<file path="src/rtl/ringbuffer_ctrl.sv">
// Pointer and occupancy controller for a power-of-two ring buffer held in external dual-port RAM.
// Tracks write/read pointers and a fill level, with selectable overflow handling and sticky error status.
module ringbuffer_ctrl #(
    parameter int BITS        = 7,
    parameter int AFULL_LEVEL = (1 << BITS) - 8,
    parameter bit OVERWRITE   = 1'b0
) (
    input  logic            clk,
    input  logic            reset,
    input  logic            write_done,
    input  logic            read_done,
    input  logic            clear,
    output logic [BITS-1:0] write_addr,
    output logic [BITS-1:0] read_addr,
    output logic [BITS:0]   level,
    output logic            empty,
    output logic            full,
    output logic            almost_full,
    output logic            overflow,
    output logic            underflow,
    output logic [7:0]      drop_count
);

    localparam logic [BITS:0]   DEPTH     = {1'b1, {BITS{1'b0}}};
    localparam logic [BITS:0]   AFULL_THR = (BITS+1)'(AFULL_LEVEL);
    localparam logic [BITS-1:0] PTR_ONE   = BITS'(1);
    localparam logic [BITS:0]   LVL_ONE   = (BITS+1)'(1);

    logic [BITS-1:0] wptr_q, wptr_d;
    logic [BITS-1:0] rptr_q, rptr_d;
    logic [BITS:0]   level_q, level_d;
    logic            ovf_q, ovf_d;
    logic            unf_q, unf_d;
    logic [7:0]      drop_q, drop_d;
    logic            is_full, is_empty;

    function automatic logic [7:0] sat_inc(input logic [7:0] v);
        return (v == 8'hFF) ? v : v + 8'd1;
    endfunction

    assign is_full  = (level_q == DEPTH);
    assign is_empty = (level_q == '0);

    always_comb begin
        wptr_d  = wptr_q;
        rptr_d  = rptr_q;
        level_d = level_q;
        ovf_d   = ovf_q;
        unf_d   = unf_q;
        drop_d  = drop_q;
        if (clear) begin
            wptr_d  = '0;
            rptr_d  = '0;
            level_d = '0;
            ovf_d   = 1'b0;
            unf_d   = 1'b0;
            drop_d  = '0;
        end else begin
            unique case ({write_done, read_done})
                2'b10: begin
                    if (!is_full) begin
                        wptr_d  = wptr_q + PTR_ONE;
                        level_d = level_q + LVL_ONE;
                    end else begin
                        ovf_d  = 1'b1;
                        drop_d = sat_inc(drop_q);
                        // Overwrite mode sacrifices the oldest entry so the level stays pinned at full.
                        if (OVERWRITE) begin
                            wptr_d = wptr_q + PTR_ONE;
                            rptr_d = rptr_q + PTR_ONE;
                        end
                    end
                end
                2'b01: begin
                    if (!is_empty) begin
                        rptr_d  = rptr_q + PTR_ONE;
                        level_d = level_q - LVL_ONE;
                    end else begin
                        unf_d = 1'b1;
                    end
                end
                2'b11: begin
                    // Empty: the write lands but there was nothing for the read to consume.
                    wptr_d = wptr_q + PTR_ONE;
                    if (is_empty) begin
                        level_d = LVL_ONE;
                        unf_d   = 1'b1;
                    end else begin
                        rptr_d = rptr_q + PTR_ONE;
                    end
                end
                default: ;
            endcase
        end
    end

    always_ff @(posedge clk or negedge reset) begin
        if (!reset) begin
            wptr_q  <= '0;
            rptr_q  <= '0;
            level_q <= '0;
            ovf_q   <= 1'b0;
            unf_q   <= 1'b0;
            drop_q  <= '0;
        end else begin
            wptr_q  <= wptr_d;
            rptr_q  <= rptr_d;
            level_q <= level_d;
            ovf_q   <= ovf_d;
            unf_q   <= unf_d;
            drop_q  <= drop_d;
        end
    end

    assign write_addr  = wptr_q;
    assign read_addr   = rptr_q;
    assign level       = level_q;
    assign empty       = is_empty;
    assign full        = is_full;
    assign almost_full = (level_q >= AFULL_THR);
    assign overflow    = ovf_q;
    assign underflow   = unf_q;
    assign drop_count  = drop_q;

endmodule
</file>
<file path="config.mk">
export PLATFORM = sky130hd
export DESIGN_NAME = ringbuffer_ctrl
export DESIGN_NICKNAME = d
export VERILOG_FILES = /design/src/rtl/ringbuffer_ctrl.sv
export SDC_FILE = /design/constraint.sdc
export NUM_CORES = 1
export LEC_CHECK = 0
export CORE_MARGIN = 8
export CORE_UTILIZATION = 40
export DETAILED_ROUTE_END_ITERATION = 7
export GPL_TIMING_DRIVEN = 0
export SLEW_MARGIN = 20
export SYNTH_ARGS = -nofsm -noshare
export SYNTH_HDL_FRONTEND = slang
export SYNTH_SLANG_ARGS = --single-unit
</file>
<file path="constraint.sdc">
create_clock -name clk -period 7 [get_ports clk]
set_clock_uncertainty 0.15 [all_clocks]
set_input_delay 1.4 -clock clk [delete_from_list [all_inputs] [get_ports clk]]
set_output_delay 1.4 -clock clk [all_outputs]
set_load 0.02 [all_outputs]
</file>
==> results of run 1 <==
[cells in the final DEF (no fill, tap or decap), types with 2 or more instances in the layout]
cell type and instances:
a21oi_1 11, a22o_1 4, a31oi_1 2, buf_2 2, buf_6 2, clkbuf_1 4, clkbuf_8 8, clkdlybuf4s50_1 36
dfrtp_1 32, dlygate4sd1_1 2, ha_1 6, inv_1 10, mux2i_1 3, nand2_1 20, nand3_1 6, nand4_1 3
nor2_1 23, nor3_1 9, nor4_1 2, o211ai_1 2, o21ai_0 15, o22ai_1 2, or2_2 2, or3_1 6
or4_1 2, xnor2_1 17, xor2_1 4
[stage by stage]
stage | std cells | hold slack (ps) | cell area [um^2]
6_report | 309 | 370 | 2500
3_5_place_dp | 301 | 358 | 2390
4_1_cts | 309 | 370 | 2490
5_1_grt | 309 | 398 | 2500
3_3_place_gp | 300 | 353 | 2360
2_1_floorplan | 209 | 445 | 1930
[final cells by class]
type | count | area share [%]
Multi-Input combinational cell | 155 | 39.5
Sequential cell | 32 | 32.0
Timing Repair Buffer | 38 | 15.7
Buffer | 12 | 4.20
Clock buffer | 6 | 2.90
Tap cell | 54 | 2.70
Inverter | 10 | 1.50
Clock inverter | 2 | 1.40
[power by group through the flow]
stage	Sequential, mW	Clock [mW]	Combinational (mW)
final	0.224	0.176	0.264
after global placement	0.228	0	0.263
after global routing	0.228	0.187	0.291
after floorplan	0.246	0	0.153
after detailed placement	0.228	0	0.264
after CTS	0.225	0.181	0.266
[synthesized netlist by cell type (3+ instances only)]
master / n / area (um^2)
o21ai_0: 15 / 75.1
nand3_1: 6 / 30.0
a21oi_1: 11 / 55.1
ha_1: 6 / 75.1
xnor2_1: 17 / 149
nand2_1: 20 / 75.1
xor2_1: 4 / 35.0
mux2i_1: 3 / 30.0
or3_1: 6 / 37.5
nor3_1: 9 / 45.0
nand4_1: 3 / 18.8
clkbuf_1: 3 / 11.3
dfrtp_1: 32 / 801
nor2_1: 23 / 86.3
a22o_1: 4 / 35.0
clkbuf_8: 3 / 41.3
inv_1: 10 / 37.5
[logic make-up (layout without fill, tap and decap cells)]
kind of cell    after synthesis  after routing  share of synthesized area [%]
simple gates                 79             79                           20.5
mux                           3              3                           1.56
fa+ha+maj                     6              6                           3.90
xor+xnor                     21             21                           9.55
compound gates               46             46                           15.6
buf+inv                      22             68                           7.40
flops                        32             32                           41.6
[state kept, by name (all words and copies together) (netlist names)]
signal	flops
underflow	1
overflow	1
level	8
drop_count	8
write_addr	7
read_addr	7
[layer usage]
layer | wire length (um) | part of all wire (%) | global-route usage (%) | up-vias
met5 | 0 | 0 | 0 | -
met4 | 70 | 1.6 | 6.05 | 0
met3 | 244 | 5.7 | 3.96 | 4
met2 | 1940 | 45 | 18.7 | 36
met1 | 2040 | 47 | 15.3 | 741
li1 | - | - | - | 821
[worst min-delay path: cells and delay by family, from the launching register on]
kind	cells	cell delay [ps]
compound gates	1	50
buf+inv	1	60
flops	1	380
[how the worst min path moves through the flow]
stage / endpoint / slack (ps)
floorplan: underflow$_DFFE_PN0P_ / 440
global placement: underflow$_DFFE_PN0P_ / 350
CTS: overflow$_DFFE_PN0P_ / 370
detailed placement: overflow$_DFFE_PN0P_ / 360
global route: overflow$_DFFE_PN0P_ / 400
finish: overflow$_DFFE_PN0P_ / 370
==> flow_summary.json, run 1 <==
{
  "total_power_mw": 0.664,
  "drt_iter0_markers": 64,
  "path_cells": "buf_6 -> or4_4 -> or2_2 -> clkbuf_1 -> nor2_1 -> clkdlybuf4s50_1",
  "dieArea_um2": 7290,
  "r2r_end": "drop_count[7]$_DFFE_PN0P_",
  "drtPass1Iterations": 4,
  "ys_seq_area_share_pct": 41.6,
  "area_growth_pct": 29.7,
  "ios": 40,
  "worst_slew_pin_slew_ps": 859,
  "synth_area_um2": 1930,
  "die_h_um": 85.4,
  "routed_wl_um": 4300,
  "slowest_stage": "clkdlybuf4s50_1",
  "path_buf_inv": 3,
  "synth_cells": 209,
  "ant_nets": 0,
  "hold_class": "reg2reg",
  "drive_gt1_share_pct": 11.0,
  "grt_pass1_vias": 1572,
  "dieWidth_um": 85.4,
  "synth-main-ff-cell": "dfrtp_1",
  "timing.fmax_mhz": 233,
  "clk_latency_ps": 290,
  "post-route-min-period_ps": 4290,
  "worstSetupEndpoint": "empty",
  "status": "finished clean",
  "num_antenna_cells": 0,
  "hold_viol": 0,
  "final_nets": 265,
  "r2r_slack_ps": 4250,
  "core_um2": 4690,
  "cpLargestDelayFamily": "simple AND/OR/NAND/NOR gates",
  "setup_tns_ps": 0,
  "post-route-period-util_pct": 61.2,
  "swShare_pct": 35.5,
  "n_fill_cell": 469,
  "cts_hold_buf": 0,
  "ys_warn_count": 0,
  "cts_tree": "done",
  "cp-end-kind": "output port",
  "cts_sinks": 32,
  "synth.avg_cell_area_um2": 9.22,
  "num_vias": 1602,
  "grt_usage_pct": 12.3,
  "syn_nets": 220,
  "ctsHtreeMaxLevel": 2,
  "drv_slew": 0,
  "vias_per_cell": 5.18,
  "critPathMaxFanout": 9,
  "grt_max_degree": 18,
  "final_util_pct": 53.3,
  "crit_type": "reg2out",
  "p_switching_mw": 0.236,
  "total_leakage_power_nw": 1.05,
  "clk_pin_slew_ps": 70,
  "regArea_um2": 801,
  "synth_edf_count": 0,
  "pwr-share-clk_pct": 26.5,
  "worstHoldPathCells": 2,
  "place_ws_ps": 3010,
  "maxSlewHeadroom_pct": 42.2,
  "combPwrFrac_pct": 39.8,
  "setup_slack_ps": 2710,
  "gp_congestion": 0.764,
  "wire_per_inst_um": 13.9,
  "start_util_pct": 41.1,
  "holdCritStartpoint": "overflow$_DFFE_PN0P_",
  "finalSetupViolations": 0,
  "dp_hpwl_um": 3150,
  "arrival_ps": 2740,
  "port_buffers": 37,
  "grt_overflow": 0,
  "cts_setup_buffers": 0,
  "power.ir.vdd_worst_v": 0.000138,
  "startpoint_type": "register",
  "async_flop_share_pct": 100,
  "grt_pass1_wl_um": 7310,
  "worstRegToRegCells": 8,
  "powerDensity_nw_per_um2": 266,
  "critPathLaunch": "level[3]$_DFFE_PN0P_",
  "num_rows": 25,
  "cts_buffer_depth": 2,
  "synth_cell_types": 43,
  "antenna_found_initial": 0,
  "cts_resized": 0,
  "ys_ff_latch": 32,
  "worstReg2RegStart": "level[3]$_DFFE_PN0P_",
  "cts_root_buffer": "clkbuf_8",
  "maxCapViolations": 0,
  "cp_num_cells": 6,
  "internal-power_mw": 0.429,
  "cts_buffers": 5,
  "multi_input_comb_area_um2": 988,
  "critPathMaxStageDelay_ps": 650,
  "grt_setup_unrepaired": "no",
  "drc_errors": 0,
  "worstPathRequired_ps": 5450,
  "pwr-share-seq_pct": 33.7
}
(Power assumes the default switching activity.)
==> inputs of run 2 (changes only) <==
- PLACE_DENSITY: default -> 0.67
- clock period: 7 -> 3.45 ns (I/O delays scaled with it)
==> flow_summary.json, run 2 (same netlist as run 1, synthesis figures left out) <==
{
  "post-route-min-period_ps": 3310,
  "cts_resized": 2,
  "maxCapViolations": 0,
  "clk_pin_slew_ps": 70,
  "critPathMaxFanout": 9,
  "final_area_um2": 2500,
  "p_switching_mw": 0.485,
  "hold_viol": 0,
  "slowest_stage": "or4_4",
  "wire_per_inst_um": 14.0,
  "dieWidth_um": 85.4,
  "antenna_found_initial": 0,
  "cts_tree": "done",
  "worst_slew_pin_slew_ps": 1040,
  "grt_setup_unrepaired": "no",
  "cts_buffer_depth": 2,
  "area_growth_pct": 29.5,
  "grt_max_degree": 23,
  "ios": 40,
  "cts_buffers": 5,
  "pwr-share-clk_pct": 26.9,
  "startpoint_type": "register",
  "ant_nets": 0,
  "dp_hpwl_um": 3200,
  "swShare_pct": 36.1,
  "combPwrFrac_pct": 39.3,
  "timing.fmax_mhz": 302,
  "powerDensity_nw_per_um2": 539,
  "multi_input_comb_area_um2": 983,
  "dpl_cell_area_um2": 2390,
  "arrival_ps": 2470,
  "total_leakage_power_nw": 1.05,
  "start_util_pct": 41.1,
  "power.ir.vdd_worst_v": 0.000398,
  "finalSetupViolations": 0,
  "status": "finished clean",
  "die_h_um": 85.4,
  "cts_hold_buf": 0,
  "setup_tns_ps": 0,
  "grt_pass1_wl_um": 7450,
  "drc_errors": 0,
  "gp_congestion": 0.854,
  "clk_latency_ps": 280,
  "path_cells": "buf_6 -> or4_4 -> or2_2 -> clkbuf_1 -> nor2_1 -> dlygate4sd2_1",
  "port_buffers": 37,
  "grt_pass1_vias": 1528,
  "num_vias": 1607,
  "num_antenna_cells": 0,
  "post-route-period-util_pct": 96.0,
  "hold_class": "in2async",
  "final_nets": 265,
  "drive_gt1_share_pct": 11.0,
  "cp-end-kind": "output port",
  "n_fill_cell": 470,
  "cts_root_buffer": "clkbuf_8",
  "core_um2": 4690,
  "drtPass1Iterations": 4,
  "worstPathRequired_ps": 2610,
  "critPathMaxStageDelay_ps": 570,
  "crit_type": "reg2out",
  "layout_commonest_cell": "clkdlybuf4s50_1",
  "cpLargestDelayFamily": "simple AND/OR/NAND/NOR gates",
  "path_buf_inv": 3,
  "dieArea_um2": 7290,
  "drv_slew": 0,
  "ctsHtreeMaxLevel": 2,
  "internal-power_mw": 0.860,
  "maxSlewHeadroom_pct": 30.3,
  "drt_iter0_markers": 86,
  "cts_setup_buffers": 0,
  "routed_wl_um": 4320,
  "final_cell_mix": "34 x clkdlybuf4s50_1, 32 x dfrtp_1, 23 x nor2_1",
  "cts_sinks": 32,
  "num_rows": 25,
  "grt_usage_pct": 12.5,
  "pwr-share-seq_pct": 33.8,
  "grt_overflow": 0,
  "regArea_um2": 801,
  "vias_per_cell": 5.20
}
## run 2: stage by stage
step / setup slack (ps) / power, mW / hold WS, ps / std cells / utilization, %
4_1_cts: 132 / 1.36 / 147 / 309 / 53.2
3_3_place_gp: 175 / 0.989 / 339 / 300 / 50.4
2_1_floorplan: 661 / 0.811 / 244 / 209 / -
6_report: 138 / 1.35 / 142 / 309 / 53.2
5_1_grt: 25.1 / 1.43 / 152 / 309 / 53.2
3_5_place_dp: 168 / 1.00 / 355 / 301 / 50.9
## run 2: power groups by stage
stage	registers [mW]	logic, mW	clock network [mW]
4_1_cts	0.456	0.533	0.371
2_1_floorplan	0.500	0.311	0
6_report	0.455	0.528	0.362
5_1_grt	0.463	0.585	0.386
3_3_place_gp	0.461	0.527	0
3_5_place_dp	0.462	0.540	0
## run 2: final timing paths
| kind | slack (ps) | startpoint | cells past startpoint | endpoint |
|---|---|---|---|---|
| max in group asynchronous | 2590 | reset | 2 | drop_count[2]$_DFFE_PN0P_ |
| hold reg to reg | 360 | overflow$_DFFE_PN0P_ | 2 | overflow$_DFFE_PN0P_ |
| hold / removal | 140 | reset | 1 | drop_count[6]$_DFFE_PN0P_ |
| min in group clk | 360 | overflow$_DFFE_PN0P_ | 2 | overflow$_DFFE_PN0P_ |
| setup reg to reg | 660 | level[3]$_DFFE_PN0P_ | 7 | drop_count[3]$_DFFE_PN0P_ |
| setup / recovery | 140 | level[3]$_DFFE_PN0P_ | 6 | empty |
## run 2: cell type report
type	instances	area share (%)
Clock inverter	3	1.70
Tap cell	54	2.71
Multi-Input combinational cell	155	39.4
Clock buffer	5	2.76
Timing Repair Buffer	38	15.6
Sequential cell	32	32.1
Buffer	12	4.21
Inverter	10	1.50
## run 2: routing by layer
layer,vias up,track usage [%],part of all wire (%)
li1,819,-,-
met1,743,16.2,49
met2,41,18.1,42
met3,4,4.92,7.4
met4,0,5.10,1.4
met5,-,0,0
## run 2: worst register-to-register path, stage by stage, from the launching register on
cell	delay, ps
dfrtp_1	390
buf_6	140
or4_4	570
or4_1	530
buf_2	180
a21o_4	250
or3_1	350
a21oi_1	160
==> inputs of run 3 (changes only) <==
- SKIP_CTS_REPAIR_TIMING: default -> 1
==> flow_summary.json, run 3 (same netlist as run 1, synthesis figures left out) <==
{
  "num_antenna_cells": 0,
  "clk_pin_slew_ps": 70,
  "num_vias": 1612,
  "power.ir.vdd_worst_v": 0.000418,
  "drt_iter0_markers": 84,
  "worst_slew_pin_slew_ps": 1060,
  "grt_setup_unrepaired": "no",
  "dp_hpwl_um": 3200,
  "ant_nets": 0,
  "post-route-period-util_pct": 92.4,
  "final_nets": 265,
  "final_area_um2": 2500,
  "antenna_found_initial": 0,
  "finalSetupViolations": 0,
  "ctsHtreeMaxLevel": 2,
  "grt_pass1_vias": 1528,
  "cts_root_buffer": "clkbuf_8",
  "path_buf_inv": 3,
  "critPathMaxStageDelay_ps": 570,
  "wire_per_inst_um": 14.0,
  "timing.fmax_mhz": 314,
  "post-route-min-period_ps": 3190,
  "ios": 40,
  "start_util_pct": 41.1,
  "clk_latency_ps": 280,
  "maxCapViolations": 0,
  "startpoint_type": "register",
  "final_cell_mix": "34 x clkdlybuf4s50_1, 32 x dfrtp_1, 23 x nor2_1",
  "hold_viol": 0,
  "drtPass1Iterations": 4,
  "grt_max_degree": 23,
  "drive_gt1_share_pct": 11.0,
  "cpLargestDelayFamily": "simple AND/OR/NAND/NOR gates",
  "combPwrFrac_pct": 39.6,
  "cts_tree": "done",
  "grt_usage_pct": 12.5,
  "powerDensity_nw_per_um2": 540,
  "port_buffers": 37,
  "dpl_cell_area_um2": 2390,
  "cts_buffers": 5,
  "cp-end-kind": "output port",
  "pwr-share-seq_pct": 33.7,
  "layout_commonest_cell": "clkdlybuf4s50_1",
  "cts_sinks": 32,
  "pwr-share-clk_pct": 26.8,
  "grt_overflow": 0,
  "drv_slew": 0,
  "vias_per_cell": 5.22,
  "swShare_pct": 35.9,
  "die_h_um": 85.4,
  "core_um2": 4690,
  "internal-power_mw": 0.866,
  "total_leakage_power_nw": 1.07,
  "final_util_pct": 53.4,
  "crit_type": "reg2out",
  "status": "finished clean",
  "place_inst": 301,
  "maxSlewHeadroom_pct": 28.6,
  "num_rows": 25,
  "path_cells": "buf_6 -> or4_4 -> or2_2 -> clkbuf_1 -> nor2_1 -> dlymetal6s2s_1",
  "final_cells": 309,
  "arrival_ps": 2350,
  "drc_errors": 0,
  "p_switching_mw": 0.485,
  "cts_buffer_depth": 2,
  "slowest_stage": "or4_4",
  "area_growth_pct": 29.9,
  "critPathMaxFanout": 9,
  "routed_wl_um": 4340,
  "hold_class": "in2async",
  "gp_congestion": 0.854,
  "whs_ps": 142,
  "dieArea_um2": 7290,
  "dieWidth_um": 85.4,
  "worstPathRequired_ps": 2610,
  "grt_pass1_wl_um": 7450
}
==> run 3: cell types whose count changed in the layout (fill, tap and decap cells not counted), sizes merged <==
| cell | previous run | this run |
|---|---|---|
| dlygate4sd2 | 2 | 0 |
| dlymetal6s2s | 0 | 2 |
==> run 3: power groups by stage <==
stage	Combinational [mW]	Clock (mW)	Sequential, mW
floorplan	0.311	0	0.500
global placement	0.527	0	0.461
detailed placement	0.540	0	0.462
CTS	0.543	0.371	0.456
global route	0.591	0.386	0.463
finish	0.535	0.362	0.455
==> run 3: layout make-up <==
cell class / count / area (um^2)
well taps: 54 / 67.6
clock buffers: 5 / 68.8
clock inverters: 3 / 42.5
plain buffers: 12 / 105
fillers: 467 / 2190
inverters: 10 / 37.5
flip-flops and latches: 32 / 801
multi-input cells: 155 / 983
repair buffers: 38 / 398
==> run 3: metal layers <==
metal  vias to the layer above  GRT usage (%)  wire [um]
met5                         -              0          0
met4                         0           5.10         59
met3                         4           4.92        299
met2                        37           18.1       1840
met1                       750           16.2       2140
li1                        821              -          -
==> run 3: final timing paths <==
check	from	to	slack [ps]	depth (start not counted)
worst min-delay path	reset	drop_count[6]$_DFFE_PN0P_	140	1
worst max-delay path	level[3]$_DFFE_PN0P_	empty	260	6
worst min register to register	overflow$_DFFE_PN0P_	overflow$_DFFE_PN0P_	360	2
max in group asynchronous	reset	drop_count[2]$_DFFE_PN0P_	2600	2
min in group clk	overflow$_DFFE_PN0P_	overflow$_DFFE_PN0P_	360	2
worst max register to register	level[3]$_DFFE_PN0P_	drop_count[3]$_DFFE_PN0P_	670	7
==> run 3: stage by stage <==
| step | setup slack, ps | power (mW) | setup TNS (ps) |
|---|---|---|---|
| final | 261 | 1.35 | 0 |
| after global routing | 134 | 1.44 | 0 |
| after CTS | -161 | 1.37 | -185 |
| after detailed placement | 168 | 1.00 | 0 |
| after global placement | 175 | 0.989 | 0 |
| after floorplan | 661 | 0.811 | 0 |
